==> src/rtl/mem_port_arbiter.sv <==
// mem_port_arbiter
//   Shares one single-port instruction/data memory between instruction fetch
//   (if_*) and the memory-stage data access (dm_*). Only one bus transaction
//   is ever outstanding. Data accesses win arbitration unless fetch has been
//   waiting STARVE_MAX cycles.
//
// Handshake rules:
//   Requesters raise xx_req and hold it, with stable address and data, until
//   xx_done pulses for one cycle. In the done cycle xx_req still carries the
//   old request, so it is not eligible for arbitration. The bus accepts a
//   request in any cycle with mem_req && mem_ready. mem_* are held stable
//   until then. For a read, mem_rvalid/mem_rdata arrive at least one cycle
//   after acceptance.
//
// Ports:
//   clk, rst            clock (rising edge), asynchronous active-high reset
//   if_req/if_addr      fetch request and address
//   if_kill             flush of the current fetch; its data is discarded
//   if_rdata/if_done    fetched word and one-cycle completion pulse
//   dm_req/dm_we/dm_addr/dm_wdata/dm_be   data request (store when dm_we=1)
//   dm_rdata/dm_done    load data and one-cycle completion pulse
//   mem_*               memory bus (request side, ready, read return)
//   stall_f/stall_m     combinational stall requests to the hazard unit
//   fsm_state           current FSM state (encoding below)
//   starve_count        fetch starvation counter
//
// Optional build macro ARB_PERF_EN adds perf_if_grants, perf_dm_grants and
// perf_conflicts (32-bit, wrapping) counters.
//
// fsm_state encoding: 0 IDLE, 1 IF_ADDR, 2 IF_DATA, 3 DM_ADDR, 4 DM_DATA.
module mem_port_arbiter #(
  parameter int AW         = 32,
  parameter int DW         = 32,
  parameter int STARVE_MAX = 4
) (
  input  logic                               clk,
  input  logic                               rst,
  input  logic                               if_req,
  input  logic [AW-1:0]                      if_addr,
  input  logic                               if_kill,
  output logic [DW-1:0]                      if_rdata,
  output logic                               if_done,
  input  logic                               dm_req,
  input  logic                               dm_we,
  input  logic [AW-1:0]                      dm_addr,
  input  logic [DW-1:0]                      dm_wdata,
  input  logic [DW/8-1:0]                    dm_be,
  output logic [DW-1:0]                      dm_rdata,
  output logic                               dm_done,
  output logic                               mem_req,
  output logic                               mem_we,
  output logic [AW-1:0]                      mem_addr,
  output logic [DW-1:0]                      mem_wdata,
  output logic [DW/8-1:0]                    mem_be,
  input  logic                               mem_ready,
  input  logic                               mem_rvalid,
  input  logic [DW-1:0]                      mem_rdata,
  output logic                               stall_f,
  output logic                               stall_m,
`ifdef ARB_PERF_EN
  output logic [31:0]                        perf_if_grants,
  output logic [31:0]                        perf_dm_grants,
  output logic [31:0]                        perf_conflicts,
`endif
  output logic [2:0]                         fsm_state,
  output logic [$clog2(STARVE_MAX+1)-1:0]    starve_count
);

  localparam logic [2:0] S_IDLE    = 3'd0;
  localparam logic [2:0] S_IF_ADDR = 3'd1;
  localparam logic [2:0] S_IF_DATA = 3'd2;
  localparam logic [2:0] S_DM_ADDR = 3'd3;
  localparam logic [2:0] S_DM_DATA = 3'd4;

  localparam int              SW         = $clog2(STARVE_MAX + 1);
  localparam logic [SW-1:0]   STARVE_LIM = SW'(STARVE_MAX);
  localparam logic [DW/8-1:0] BE_ALL     = '1;

  logic [2:0]    state;
  logic [SW-1:0] starve_cnt;
  logic          drop;        // current fetch was flushed; discard its data

  logic if_elig;
  logic dm_elig;
  logic grant_dm;
  logic grant_if;
  logic in_if;
  logic accept;

  always_comb begin
    if_elig  = if_req && !if_done;
    dm_elig  = dm_req && !dm_done;
    // Data wins unless fetch is also waiting and has hit the starvation limit.
    grant_dm = (state == S_IDLE) && dm_elig &&
               (!if_elig || (starve_cnt < STARVE_LIM));
    grant_if = (state == S_IDLE) && if_elig && !grant_dm;
    in_if    = (state == S_IF_ADDR) || (state == S_IF_DATA);
    accept   = mem_req && mem_ready;
  end

  assign stall_f      = if_elig;
  assign stall_m      = dm_elig;
  assign fsm_state    = state;
  assign starve_count = starve_cnt;

  always_ff @(posedge clk or posedge rst) begin
    if (rst) begin
      state      <= S_IDLE;
      starve_cnt <= '0;
      drop       <= 1'b0;
      mem_req    <= 1'b0;
      mem_we     <= 1'b0;
      mem_addr   <= '0;
      mem_wdata  <= '0;
      mem_be     <= '0;
      if_rdata   <= '0;
      dm_rdata   <= '0;
      if_done    <= 1'b0;
      dm_done    <= 1'b0;
    end else begin
      if_done <= 1'b0;
      dm_done <= 1'b0;

      // Starvation counter: entry to IF_ADDR takes precedence over counting.
      if (grant_if) begin
        starve_cnt <= '0;
      end else if (if_elig && !in_if && (starve_cnt < STARVE_LIM)) begin
        starve_cnt <= starve_cnt + 1'b1;
      end

      case (state)
        S_IDLE: begin
          if (grant_dm) begin
            state     <= S_DM_ADDR;
            mem_req   <= 1'b1;
            mem_we    <= dm_we;
            mem_addr  <= dm_addr;
            mem_wdata <= dm_wdata;
            mem_be    <= dm_be;
          end else if (grant_if) begin
            state    <= S_IF_ADDR;
            mem_req  <= 1'b1;
            mem_we   <= 1'b0;
            mem_addr <= if_addr;
            mem_be   <= BE_ALL;
          end
        end

        S_IF_ADDR: begin
          if (if_kill) drop <= 1'b1;
          if (accept) begin
            mem_req <= 1'b0;
            state   <= S_IF_DATA;
          end
        end

        S_IF_DATA: begin
          if (mem_rvalid) begin
            // A kill in the same cycle as the data also discards it.
            if (!drop && !if_kill) begin
              if_rdata <= mem_rdata;
              if_done  <= 1'b1;
            end
            drop  <= 1'b0;
            state <= S_IDLE;
          end else if (if_kill) begin
            drop <= 1'b1;
          end
        end

        S_DM_ADDR: begin
          if (accept) begin
            mem_req <= 1'b0;
            if (mem_we) begin
              // Stores complete on acceptance; there is no read return.
              dm_done <= 1'b1;
              state   <= S_IDLE;
            end else begin
              state <= S_DM_DATA;
            end
          end
        end

        S_DM_DATA: begin
          if (mem_rvalid) begin
            dm_rdata <= mem_rdata;
            dm_done  <= 1'b1;
            state    <= S_IDLE;
          end
        end

        default: begin
          state   <= S_IDLE;
          mem_req <= 1'b0;
          drop    <= 1'b0;
        end
      endcase
    end
  end

`ifdef ARB_PERF_EN
  always_ff @(posedge clk or posedge rst) begin
    if (rst) begin
      perf_if_grants <= '0;
      perf_dm_grants <= '0;
      perf_conflicts <= '0;
    end else begin
      if (grant_if) perf_if_grants <= perf_if_grants + 32'd1;
      if (grant_dm) perf_dm_grants <= perf_dm_grants + 32'd1;
      if ((state == S_IDLE) && if_elig && dm_elig)
        perf_conflicts <= perf_conflicts + 32'd1;
    end
  end
`endif

endmodule

==> config.mk <==
export PLATFORM = sky130hd
export DESIGN_NAME = mem_port_arbiter
export DESIGN_NICKNAME = d
export VERILOG_FILES = /design/src/rtl/mem_port_arbiter.sv
export SDC_FILE = /design/constraint.sdc
export NUM_CORES = 1
export LEC_CHECK = 0
export ABC_AREA = 1
export BUFFER_PORTS_ARGS = -buffer_cell sky130_fd_sc_hd__buf_2
export CORE_MARGIN = 5
export CORE_UTILIZATION = 47
export DETAILED_ROUTE_END_ITERATION = 12
export GPL_ROUTABILITY_DRIVEN = 0
export HOLD_SLACK_MARGIN = 0.1
export PLACE_DENSITY = 0.77
export SLEW_MARGIN = 10
export SYNTH_ARGS = -nofsm -noshare
export SYNTH_HDL_FRONTEND = slang
export SYNTH_SLANG_ARGS = --single-unit
==> constraint.sdc <==
create_clock -name clk -period 7.05 [get_ports clk]
set_clock_uncertainty 0.1 [all_clocks]
set_input_delay 1.41 -clock clk [delete_from_list [all_inputs] [get_ports clk]]
set_output_delay 1.41 -clock clk [all_outputs]
set_load 0.1 [all_outputs]
# Word-level counts from Yosys, hierarchy flattened
# Index checks and enable logic that the tools add are counted.
[word_totals]
regBits = 143
word_cells = 84
[classes]
eq_ne = 9
n_reduce_logical = 31
magnitude_cmp = 1
bitwise_logic = 1
n_mux = 29
n_addsub = 1
[ops]
columns = ["op", "n"]
rows = [
  ["$mux 32", 2],
  ["$mux 3", 8],
  ["$mux 1", 13],
  ["$pmux 3 s4", 1],
  ["$logic_and 1x1->1", 10],
  ["$mux 4", 2],
  ["$logic_not 1->1", 7],
  ["$eq 3x2->1 const B", 2],
  ["$pmux 1 s3", 2],
  ["$reduce_and 2->1", 3],
  ["$reduce_and 3->1", 2],
  ["$ne 2x1->1 const B", 2],
  ["$ne 2x2->1 const B", 2],
  ["$reduce_and 4->1", 1],
  ["$reduce_bool 2->1", 2],
  ["$reduce_or 2->1", 2],
  ["$add 3x1->3 const B", 1],
  ["$eq 3x1->1 const B", 1],
  ["$eq 3x3->1 const B", 1],
  ["$logic_not 3->1", 1],
  ["$lt 3x3->1 const B", 1],
  ["$ne 3x3->1 const B", 1],
  ["$reduce_or 3->1", 1],
  ["$logic_or 1x1->1", 2],
  ["2 further kinds", 2],
]

# Longest topological paths before layout
[depth]
depth_word = 10
ltp_mapped = 8
depth_no_buf = 7

# Least setup slack after synthesis
# No wires, ideal clock.
[synth_timing]
path_type = "input-to-output"
startpoint = "input if_req"
endpoint = "output stall_f"
arrival_time_ns = 2.199
required_ns = 5.540
path_slack_ns = 3.341
path_stages = 2
path_buffers = 0
path_cell_list = "nand2_1 -> inv_1"
[synth_via]
elab_chain_cells = 1
[synth_lines]
columns = ["element", "line_no", "source"]
rows = [
  ["start, declared", "38", "input logic if_req,"],
  ["$logic_and 1x1->1", "91", "if_elig = if_req && !if_done;"],
  ["end, declared", "58", "output logic stall_f,"],
]
# No other way between the ends.

# Final worst setup path
# Same ends and word-level chain as after synthesis.

==> qor.txt <==
die footprint: 0.0156 mm²
Die Y: 125 µm
most frequent cells in the layout: buf_2 (283), nand2_1 (168), nand3_1 (164)
routed length per placed instance: 16.0 µm
# DRC: 0
CTS tree: yes
Die X: 125 µm
worst path arrival time: 2190 ps
#FFs+latches synth: 143
Port Buffers: 283
Synth top area share: 57.5%
# placed instances: 1112
Remaining Overflow, GRT: 0
setup violators final: 0
Netlist Area Pre-Place: 0.00622 mm²
RSZ-0062 raised after global routing: false
CTS Buf Count: 17
Hold-fix buffers, CTS: 0
largest net degree at the start of global routing: 100
Yosys top cell by area: dfrtp_1
1st-pass router iterations: 5
Nets: 1096
Critical Path RT: 5540 ps
DP HPWL: 12.5 mm
Distinct cells, synth: 26
crit-path leading delay family: buffers and inverters
most common cell after layout, fill and taps aside: buf_2
final hold violations: 0
status: finished clean
clock transition at the registers of the reported paths: 60 ps
Tightest Hold Check Type: register to register
f_max: 270 MHz
initial antenna violation count: 1
number of global-route vias before repair: 5580
Top cell by count, worst path: buf_2
Worst Setup Path Type: input port to primary output
crit path max fanout: 5
Layout area overhead: 33.7%
core area: 0.0131 mm²
post_cts resized: 0
synthesized netlist cell count: 692
TNS Setup: 0 ps
worst path cell trace: buf_2 > nand2_1 > inv_1 > buf_2
via/cell ratio: 4.99
Max transition margin: 25.4%
Synth Area per Inst: 8.99 µm²
Starting Density: 47.5%
MaxCap Viol Count: 0
total number of vias: 5713
antenna-violating nets left: 0
share of cells above drive strength 1: 37.2%
crit-path max cell delay: 420 ps
first-pass GRT wire length: 29.6 mm
Setup Buffers After CTS: 0
Worst Max-Slew Pin Slew: 1120 ps
Worst-Skew Late Latency: 420 ps
CP Capture Type: primary output
Clock Path Buffers: 2
post-synthesis sequential area ratio: 57.5%
DR iter-0 viols: 425
gr usage total: 23.6%
H-tree Lvls: 4
Core Rows: 42
post-synth net total: 833
Routed Wire Length: 18.3 mm
Synth Warn #: 0
IO Pins: 284
top post-synthesis cells by area: dfrtp_1 (58%), nand3_1 (13%), nand2_1 (10%)
TritonCTS Sinks: 143
Period minus WS final: 3700 ps
Final Max Slew Viols: 0
final cell count without fillers: 1145
Worst Setup Start Kind: input port
crit path max-delay cell type: buf_2
crit path buf inv count: 3
period utilization: 52.5%
root buf cell: clkbuf_16
## final cells by class
| cell class | instances | area [µm²] |
|---|---|---|
| flip-flops and latches | 143 | 3580 |
| clock inverters | 12 | 204 |
| well taps | 176 | 220 |
| repair buffers | 288 | 1450 |
| clock buffers | 20 | 457 |
| diodes | 1 | 2.50 |
| fillers | 1131 | 4770 |
| inverters | 73 | 279 |
| multi-input cells | 432 | 2120 |
## synthesized netlist by cell type, drive strengths merged
master and count:
nand2 172, nand3 168, dfrtp 143, inv 73
o21ai 70, buf 35, nor2 10, clkbuf 9
nand3b 4, a21oi 3, ha 1, nand4 1
nor3 1, o31ai 1, xor2 1
## worst min-delay path, cell delays in order (launching register included)
cell and delay (ps):
dfrtp_1 340, nand2_1 50, nand2_1 50
## kinds of logic (layout without fill, tap and decap cells)
group           after synthesis  count (layout)  share of synthesized area [%]
xor+xnor                      1               1                          0.141
flops                       143             143                           57.5
fa+ha+maj                     1               1                          0.201
buf+inv                     117             393                           8.65
simple gates                356             356                           25.9
compound gates               74              74                           7.56
other cells                   0               1                              0
## per-layer routing
layer  global-route usage [%]  vias to the layer above  routed length, µm
met5                        0                        -                  0
met4                     9.89                        0                500
met3                     5.80                       39               1040
met2                     39.8                      212               9480
met1                     29.0                     2695               7260
li1                         -                     2767                  -
## worst paths after layout
kind | start | to | slack (ps) | depth (start not counted)
min | mem_wdata[13] | mem_wdata[13] | 360 | 2
max | if_req | stall_f | 3350 | 4
max in group asynchronous | rst | mem_wdata[0] | 4540 | 3
min in group asynchronous | rst | dm_rdata[30] | 1010 | 2
min reg2reg | mem_wdata[13] | mem_wdata[13] | 360 | 2
max reg2reg | fsm_state[1] | mem_addr[3] | 4680 | 6
## per-stage QoR
stage          hold slack, ps  setup slack, ps  cell area, µm²  util (%)
6_report                  364             3350            8320      63.6
4_1_cts                   368             3350            8320      63.6
5_1_grt                   381             3270            8320      63.6
3_3_place_gp              349             3360            7660      58.5
3_5_place_dp              353             3350            7660      58.5
2_1_floorplan             416             1700            6220         -
## flip-flops by register name, indices dropped and copies added (netlist names), 3 cells and up
name / cells
dm_rdata: 32
fsm_state: 3
if_rdata: 32
mem_addr: 32
mem_be: 4
mem_wdata: 32
starve_count: 3
Power is left out: the tool's default activity adds up to more than one toggle a clock period on the data nets, which glitch-free logic cannot reach.
